## src/rtl/ring_phase_monitor.sv

```systemverilog
// ring_phase_monitor
//   Watches a one-hot ring counter. It encodes the sampled vector to a binary
//   phase index, checks that each sample is one-hot and that the ring steps by
//   rotate-left, and counts full revolutions. Errors are reported as 1-cycle
//   pulses, as a sticky flag and as a saturating error count.
//
//   Optional feature macro: RING_MON_HOLD_EN
//     defined   - in TRACK, a sample equal to the previous one is legal and
//                 changes nothing (suits a clock-enabled ring counter).
//     undefined - in TRACK, a sample equal to the previous one is a step error.
//
//   Reset is asynchronous and active-low, on the port named rst.

module ring_phase_monitor #(
    parameter int WIDTH = 4,
    parameter int REV_W = 8,
    parameter int ERR_W = 4,
    localparam int PW   = (WIDTH > 1) ? $clog2(WIDTH) : 1
) (
    input  logic             clk,
    input  logic             rst,
    input  logic [WIDTH-1:0] ring_in,
    input  logic             ring_vld,
    input  logic             src_sync,
    input  logic             clr_err,
    output logic [PW-1:0]    phase,
    output logic             phase_vld,
    output logic             wrap,
    output logic [REV_W-1:0] rev_cnt,
    output logic             onehot_err,
    output logic             step_err,
    output logic             err_sticky,
    output logic [ERR_W-1:0] err_cnt
);

    typedef enum logic {
        ST_ACQ   = 1'b0,
        ST_TRACK = 1'b1
    } state_t;

    localparam logic [ERR_W-1:0] ERR_MAX = '1;
    localparam logic [ERR_W-1:0] ERR_ONE = ERR_W'(1);
    localparam logic [REV_W-1:0] REV_ONE = REV_W'(1);
    localparam logic [WIDTH-1:0] VEC_ONE = WIDTH'(1);

    state_t           state_reg;
    logic [WIDTH-1:0] prev_reg;

    // Decoded view of the current sample relative to the stored one.
    logic [PW-1:0]    sample_idx;
    logic [WIDTH-1:0] prev_rotl;
    logic             sample_onehot;
    logic             sample_is_step;
    logic             sample_is_hold;
    logic             sample_is_wrap;
    logic             take_sample;
    logic             onehot_hit;
    logic             step_hit;
    logic             err_hit;

    // Exactly one bit set: non-zero and clearing the lowest set bit leaves zero.
    assign sample_onehot = (ring_in != '0) &&
                           ((ring_in & (ring_in - VEC_ONE)) == '0);

    assign prev_rotl = {prev_reg[WIDTH-2:0], prev_reg[WIDTH-1]};

    // One-hot to binary: index bit b is the OR of every ring bit whose
    // position has bit b set. Only meaningful when the sample is one-hot.
    generate
        for (genvar gi = 0; gi < PW; gi++) begin : g_idx_bit
            logic [WIDTH-1:0] sel;
            for (genvar gj = 0; gj < WIDTH; gj++) begin : g_idx_sel
                if (((gj >> gi) & 1) != 0) begin : g_on
                    assign sel[gj] = ring_in[gj];
                end else begin : g_off
                    assign sel[gj] = 1'b0;
                end
            end
            assign sample_idx[gi] = |sel;
        end
    endgenerate

    // src_sync overrides any same-cycle sample, so it gates every event.
    assign take_sample    = ring_vld && !src_sync;
    assign sample_is_step = (ring_in == prev_rotl);
    assign sample_is_wrap = sample_is_step && prev_reg[WIDTH-1];

`ifdef RING_MON_HOLD_EN
    assign sample_is_hold = (ring_in == prev_reg);
`else
    assign sample_is_hold = 1'b0;
`endif

    // Classify the sample into the two error kinds; they are mutually exclusive.
    always_comb begin
        onehot_hit = 1'b0;
        step_hit   = 1'b0;
        if (take_sample) begin
            if (!sample_onehot) begin
                onehot_hit = 1'b1;
            end else if (state_reg == ST_TRACK && !sample_is_step && !sample_is_hold) begin
                step_hit = 1'b1;
            end
        end
    end

    assign err_hit = onehot_hit || step_hit;

    // Tracking FSM: state, stored sample, phase and the per-sample pulses.
    always_ff @(posedge clk or negedge rst) begin
        if (!rst) begin
            state_reg  <= ST_ACQ;
            prev_reg   <= '0;
            phase      <= '0;
            phase_vld  <= 1'b0;
            wrap       <= 1'b0;
            rev_cnt    <= '0;
            onehot_err <= 1'b0;
            step_err   <= 1'b0;
        end else begin
            wrap       <= 1'b0;
            onehot_err <= onehot_hit;
            step_err   <= step_hit;
            if (src_sync) begin
                // Upstream ring is being reset: drop lock quietly.
                state_reg <= ST_ACQ;
                prev_reg  <= '0;
                phase_vld <= 1'b0;
            end else if (ring_vld) begin
                case (state_reg)
                    ST_ACQ: begin
                        if (sample_onehot) begin
                            state_reg <= ST_TRACK;
                            prev_reg  <= ring_in;
                            phase     <= sample_idx;
                            phase_vld <= 1'b1;
                        end
                    end
                    ST_TRACK: begin
                        if (!sample_onehot) begin
                            // Lost the ring; phase keeps the last legal index.
                            state_reg <= ST_ACQ;
                            phase_vld <= 1'b0;
                        end else if (sample_is_step) begin
                            prev_reg <= ring_in;
                            phase    <= sample_idx;
                            if (sample_is_wrap) begin
                                wrap    <= 1'b1;
                                rev_cnt <= rev_cnt + REV_ONE;
                            end
                        end else if (!sample_is_hold) begin
                            // Unexpected but legal vector: re-lock onto it.
                            prev_reg <= ring_in;
                            phase    <= sample_idx;
                        end
                    end
                    default: begin
                        state_reg <= ST_ACQ;
                        phase_vld <= 1'b0;
                    end
                endcase
            end
        end
    end

    // Error accounting: an error in the same cycle as clr_err takes precedence.
    always_ff @(posedge clk or negedge rst) begin
        if (!rst) begin
            err_sticky <= 1'b0;
            err_cnt    <= '0;
        end else if (err_hit) begin
            err_sticky <= 1'b1;
            if (clr_err) begin
                err_cnt <= ERR_ONE;
            end else if (err_cnt != ERR_MAX) begin
                err_cnt <= err_cnt + ERR_ONE;
            end
        end else if (clr_err) begin
            err_sticky <= 1'b0;
            err_cnt    <= '0;
        end
    end

endmodule
```

## config.mk

```make
export PLATFORM = sky130hd
export DESIGN_NAME = ring_phase_monitor
export DESIGN_NICKNAME = d
export VERILOG_FILES = /design/src/rtl/ring_phase_monitor.sv
export SDC_FILE = /design/constraint.sdc
export NUM_CORES = 1
export LEC_CHECK = 0
export CORE_MARGIN = 2
export CORE_UTILIZATION = 45
export DETAILED_ROUTE_END_ITERATION = 8
export PLACE_DENSITY = 0.74
export SLEW_MARGIN = 20
export SYNTH_ARGS = -nofsm -noshare
export SYNTH_HDL_FRONTEND = slang
export SYNTH_SLANG_ARGS = --single-unit
```

## constraint.sdc

```tcl
create_clock -name clk -period 2.1 [get_ports clk]
set_input_delay 0.63 -clock clk [delete_from_list [all_inputs] [get_ports clk]]
set_output_delay 0.63 -clock clk [all_outputs]
set_load 0.02 [all_outputs]
```

After elaboration in Yosys (flattened, before gate mapping)
Index checks and enable logic that the tools add are counted.
{ "op_classes": {"n_addsub": 3, "eq_ne": 4, "muxes": 29, "bitwise_logic": 3, "reduce_logical": 20} }
{ "ops": {"columns": ["op", "count"], "rows": [
  ["$mux 4", 7],
  ["$mux 1", 20],
  ["$add 8x1->8 const B", 1],
  ["$reduce_bool 2->1", 4],
  ["$ne 3x3->1 const B", 2],
  ["$reduce_and 3->1", 2],
  ["$reduce_and 6->1", 1],
  ["$add 4x1->4 const B", 1],
  ["$and 4x4->4", 1],
  ["$eq 4x4->1", 1],
  ["$logic_and 1x1->1", 4],
  ["$logic_not 4->1", 1],
  ["$ne 4x4->1 const B", 1],
  ["$reduce_and 2->1", 2],
  ["$reduce_bool 4->1", 1],
  ["$reduce_or 2->1", 2],
  ["$sub 4x1->4 const B", 1],
  ["$logic_not 1->1", 2],
  ["$mux 2", 1],
  ["$not 1->1", 2],
  ["$pmux 1 s2", 1],
  ["$logic_or 1x1->1", 1]
]} }
{ "totals": {"ff_bits": 24, "input_bits": 9, "output_inout_bits": 19, "wordCells": 69} }

Depth between registers and ports, before layout
{ "depth": {"ltp_word": 9, "depth_mapped": 6, "ltp_nobuf": 5} }

Worst setup path before layout
Ideal clock, no wire load.
{ "synth_timing": {"path_kind": "in2reg", "from": "input ring_in[0]", "to": "register rev_cnt[1]", "setup_time_ns": 0.125, "t_arrival_ns": 1.954, "required_ns": 1.975, "path_slack_ns": 0.022, "path_stages": 4, "n_path_buf": 0, "cell_sequence": "nor3_1 -> nand2_1 -> a2111oi_4 -> mux2_2"} }
{ "synth_via": {"elab_chain_len": 5, "elab_cells_between_ends": 8, "classes_between": "add/sub (1); eq/ne (1); bitwise (1); reduce/logical (5)"} }
{ "synth_rtl": {"columns": ["element", "line_no", "source"], "rows": [
  ["start: declaration", "22", "input logic [WIDTH-1:0] ring_in,"],
  ["$sub 4x1->4", "63", "((ring_in & (ring_in - VEC_ONE)) == '0);"],
  ["$and 4x4->4", "63", null],
  ["$logic_not 4->1", "63", null],
  ["$logic_and 1x1->1", "62", "assign sample_onehot = (ring_in != '0) &&"],
  ["$reduce_and 6->1 (no source line) (*)", null, null],
  ["end signal: assignment", "149", "rev_cnt <= rev_cnt + REV_ONE;"],
  ["end: declaration", "29", "output logic [REV_W-1:0] rev_cnt,"]
]} }
Mark *: on every way between the ends. The rest lies on a longest branch, timed or not.
A chain may end at the register's enable or synchronous reset.

Worst setup path in the final report
{ "layout_timing": {"from": "input ring_in[1]", "to": "register rev_cnt[1]"} }
The elaborated chain is that of the path after synthesis.

==> results_dict.tcl <==
set metrics [dict create \
    status "completed" \
    dieWidth_um 54.8 \
    cts_root_buf "clkbuf_4" \
    numCtsBuffers 3 \
    drive_gt1_frac 0.179 \
    ys_seq_area_frac 0.518 \
    final.period_utilization 0.965 \
    avgSynthCellArea_um2 10.7 \
    grt_pass1_vias 866 \
    cts_sinks 24 \
    place_area_um2 1550 \
    rsz0062_at_grt "false" \
    cts_tree "built" \
    port_buffers 27 \
    gr-usage-all-layers 0.176 \
    worstMarginPinSlew_ps 309 \
    ant_nets 0 \
    grt_overflow 0 \
    hold_violations 0 \
    ios 28 \
    antennaDiodeCount 0 \
    dr.first_iter.drc_count 16 \
    grt_max_degree 25 \
    synthCells 108 \
    required_ps 2310 \
    holdWs_ps 476 \
    finalWeightedCongestion 0.763 \
    ys_seq_elements 24 \
    dieArea_um2 3000 \
    synth_cell_types 30 \
    clkSlewWorstSetupHoldPaths_ps 120 \
    p_leak_nw 0.753 \
    clock_skew_ps 1.29 \
    cts.path.max_buffers 2 \
    fmax_mhz 494 \
    vdd_drop_max_v 0.000483 \
    crit_start "ring_in[1]" \
    coreArea_um2 2450 \
    dpl.hpwl_mm 1.74 \
    antenna_found_initial 0 \
    drv_slew 0 \
    hold_path.class "reg2reg" \
    crit_arrival_ps 2230 \
    yosysWarnings 0 \
    tns_ps 0 \
    critical_path.endpoint_type "flip-flop" \
    clk_latency_ps 300 \
    dieHeight_um 54.8 \
    maxCapViolCount 0 \
    crit_fanout 6 \
    drc_errors 0 \
    startpoint_type "input port" \
    setup_viol 0 \
    crit_type "in2reg" \
    cts-htree-levels 1 \
    dp.cells 176 \
    grt_pass1_wl_mm 3.69 \
    syn-num-nets 119 \
    area_growth_pct 39.4 \
    postLayoutCellArea_um2 1620 \
    slew_headroom 0.793 \
    timing.rr.start "prev_reg[3]$_DFFE_PN0P_" \
    min_from "rev_cnt[7]$_DFFE_PN0P_" \
    dr.pass1.iters 4 \
    totalWireLength_mm 2.27 \
    layout_common_cells "dfrtp_1 (24), clkdlybuf4s50_1 (22), buf_4 (13)" \
    vias 921 \
    power_density_nw_per_um2 536 \
    wire_per_inst_um 12.6 \
    post-route-min-period_ps 2030 \
    num-fill-cells 206 \
    num_rows 18 \
    synth_area_um2 1160 \
    final_common_cell "dfrtp_1" \
    start_util 0.472 \
    nNetsFinal 164 \
    largest_reg_flops 8 \
    viasPerCell 5.09 \
    stdcell_count 181 \
]
==> cells by family (layout without fill, tap and decap cells) <==
kind of cell,Yosys count,count (layout),share of synthesized area
flops,24,24,0.518
mux,5,5,0.0442
fa+ha+maj,2,2,0.0216
xor+xnor,12,12,0.0906
compound gates,20,20,0.136
simple gates,37,37,0.164
buf+inv,8,51,0.0259
==> cell usage after synthesis (all sizes together) <==
library cell	instances	area share
a21oi	9	0.039
nor2b	1	0.0054
a41oi	1	0.0076
o311a	1	0.0086
nand3b	2	0.013
o221a	1	0.0097
inv	7	0.023
xnor2	10	0.076
nand2	8	0.026
nand2b	3	0.016
nor2	9	0.029
mux2	1	0.0097
mux2i	4	0.035
and4	2	0.015
nand3	5	0.022
dfrtp	24	0.52
o21ai	2	0.0086
o211ai	1	0.011
o21bai	1	0.0065
o32ai	1	0.0076
a31oi	1	0.0054
nand4	3	0.016
nor3	1	0.0043
xor2	2	0.015
ha	2	0.022
and3	3	0.017
a2111oi	1	0.024
clkbuf	1	0.0032
a21bo	1	0.0086
==> stage by stage <==
step / utilization / worst slack, ps / power [mW]
finish: 0.659 / 74.2 / 0.866
global route: 0.659 / 1.69 / 0.920
CTS: 0.653 / 17.7 / 0.876
global placement: 0.633 / -485 / 0.675
floorplan: - / 21.6 / 0.584
detailed placement: 0.633 / -516 / 0.680
==> layout make-up <==
type	instances	area (um2)	area share
Sequential cell	24	601	0.372
Multi-Input combinational cell	76	556	0.344
Tap cell	30	37.5	0.0232
Clock buffer	3	22.5	0.0139
Inverter	7	26.3	0.0163
Timing Repair Buffer	41	374	0.231
==> path summary, 6_finish.rpt <==
path | to | slack, ps | depth (start not counted)
min in group asynchronous | rev_cnt[0]$_DFFE_PN0P_ | 660 | 2
worst max register to register | rev_cnt[1]$_DFFE_PN0P_ | 280 | 5
max in group asynchronous | rev_cnt[2]$_DFFE_PN0P_ | 1220 | 2
worst min-delay path | rev_cnt[7]$_DFFE_PN0P_ | 480 | 1
worst max-delay path | rev_cnt[1]$_DFFE_PN0P_ | 70 | 6
worst min register to register | rev_cnt[7]$_DFFE_PN0P_ | 480 | 1
==> metal layers <==
| layer | routed length (um) | GRT usage | up-vias | share of wire |
|---|---|---|---|---|
| li1 | - | - | 470 | - |
| met1 | 1050 | 0.220 | 433 | 0.46 |
| met2 | 1140 | 0.292 | 16 | 0.50 |
| met3 | 72 | 0.0355 | 2 | 0.032 |
| met4 | 13 | 0.0750 | 0 | 0.0057 |
| met5 | 0 | 0 | - | 0 |
==> what timing repair did <==
item                       CTS  global route
setup endpoints to repair   12             7
gates resized for setup      5             5
pin swaps                    4             2
hold buffers                 0             0
setup buffers                1             0
gates cloned                 1             0
==> critical path, cell delays in order <==
cell           delay [ps]
dlygate4sd2_1         320
nor3_2                210
nand2_1               160
a2111oi_4             390
buf_4                 200
mux2_2                320
==> where the power goes <==
| part | switching [mW] | internal [mW] |
|---|---|---|
| sequential | 0.0157 | 0.483 |
| clock | 0.125 | 0.0670 |
| combinational | 0.0899 | 0.0854 |
| total | 0.231 | 0.636 |
Note: power is estimated with default switching activity, not from simulation.
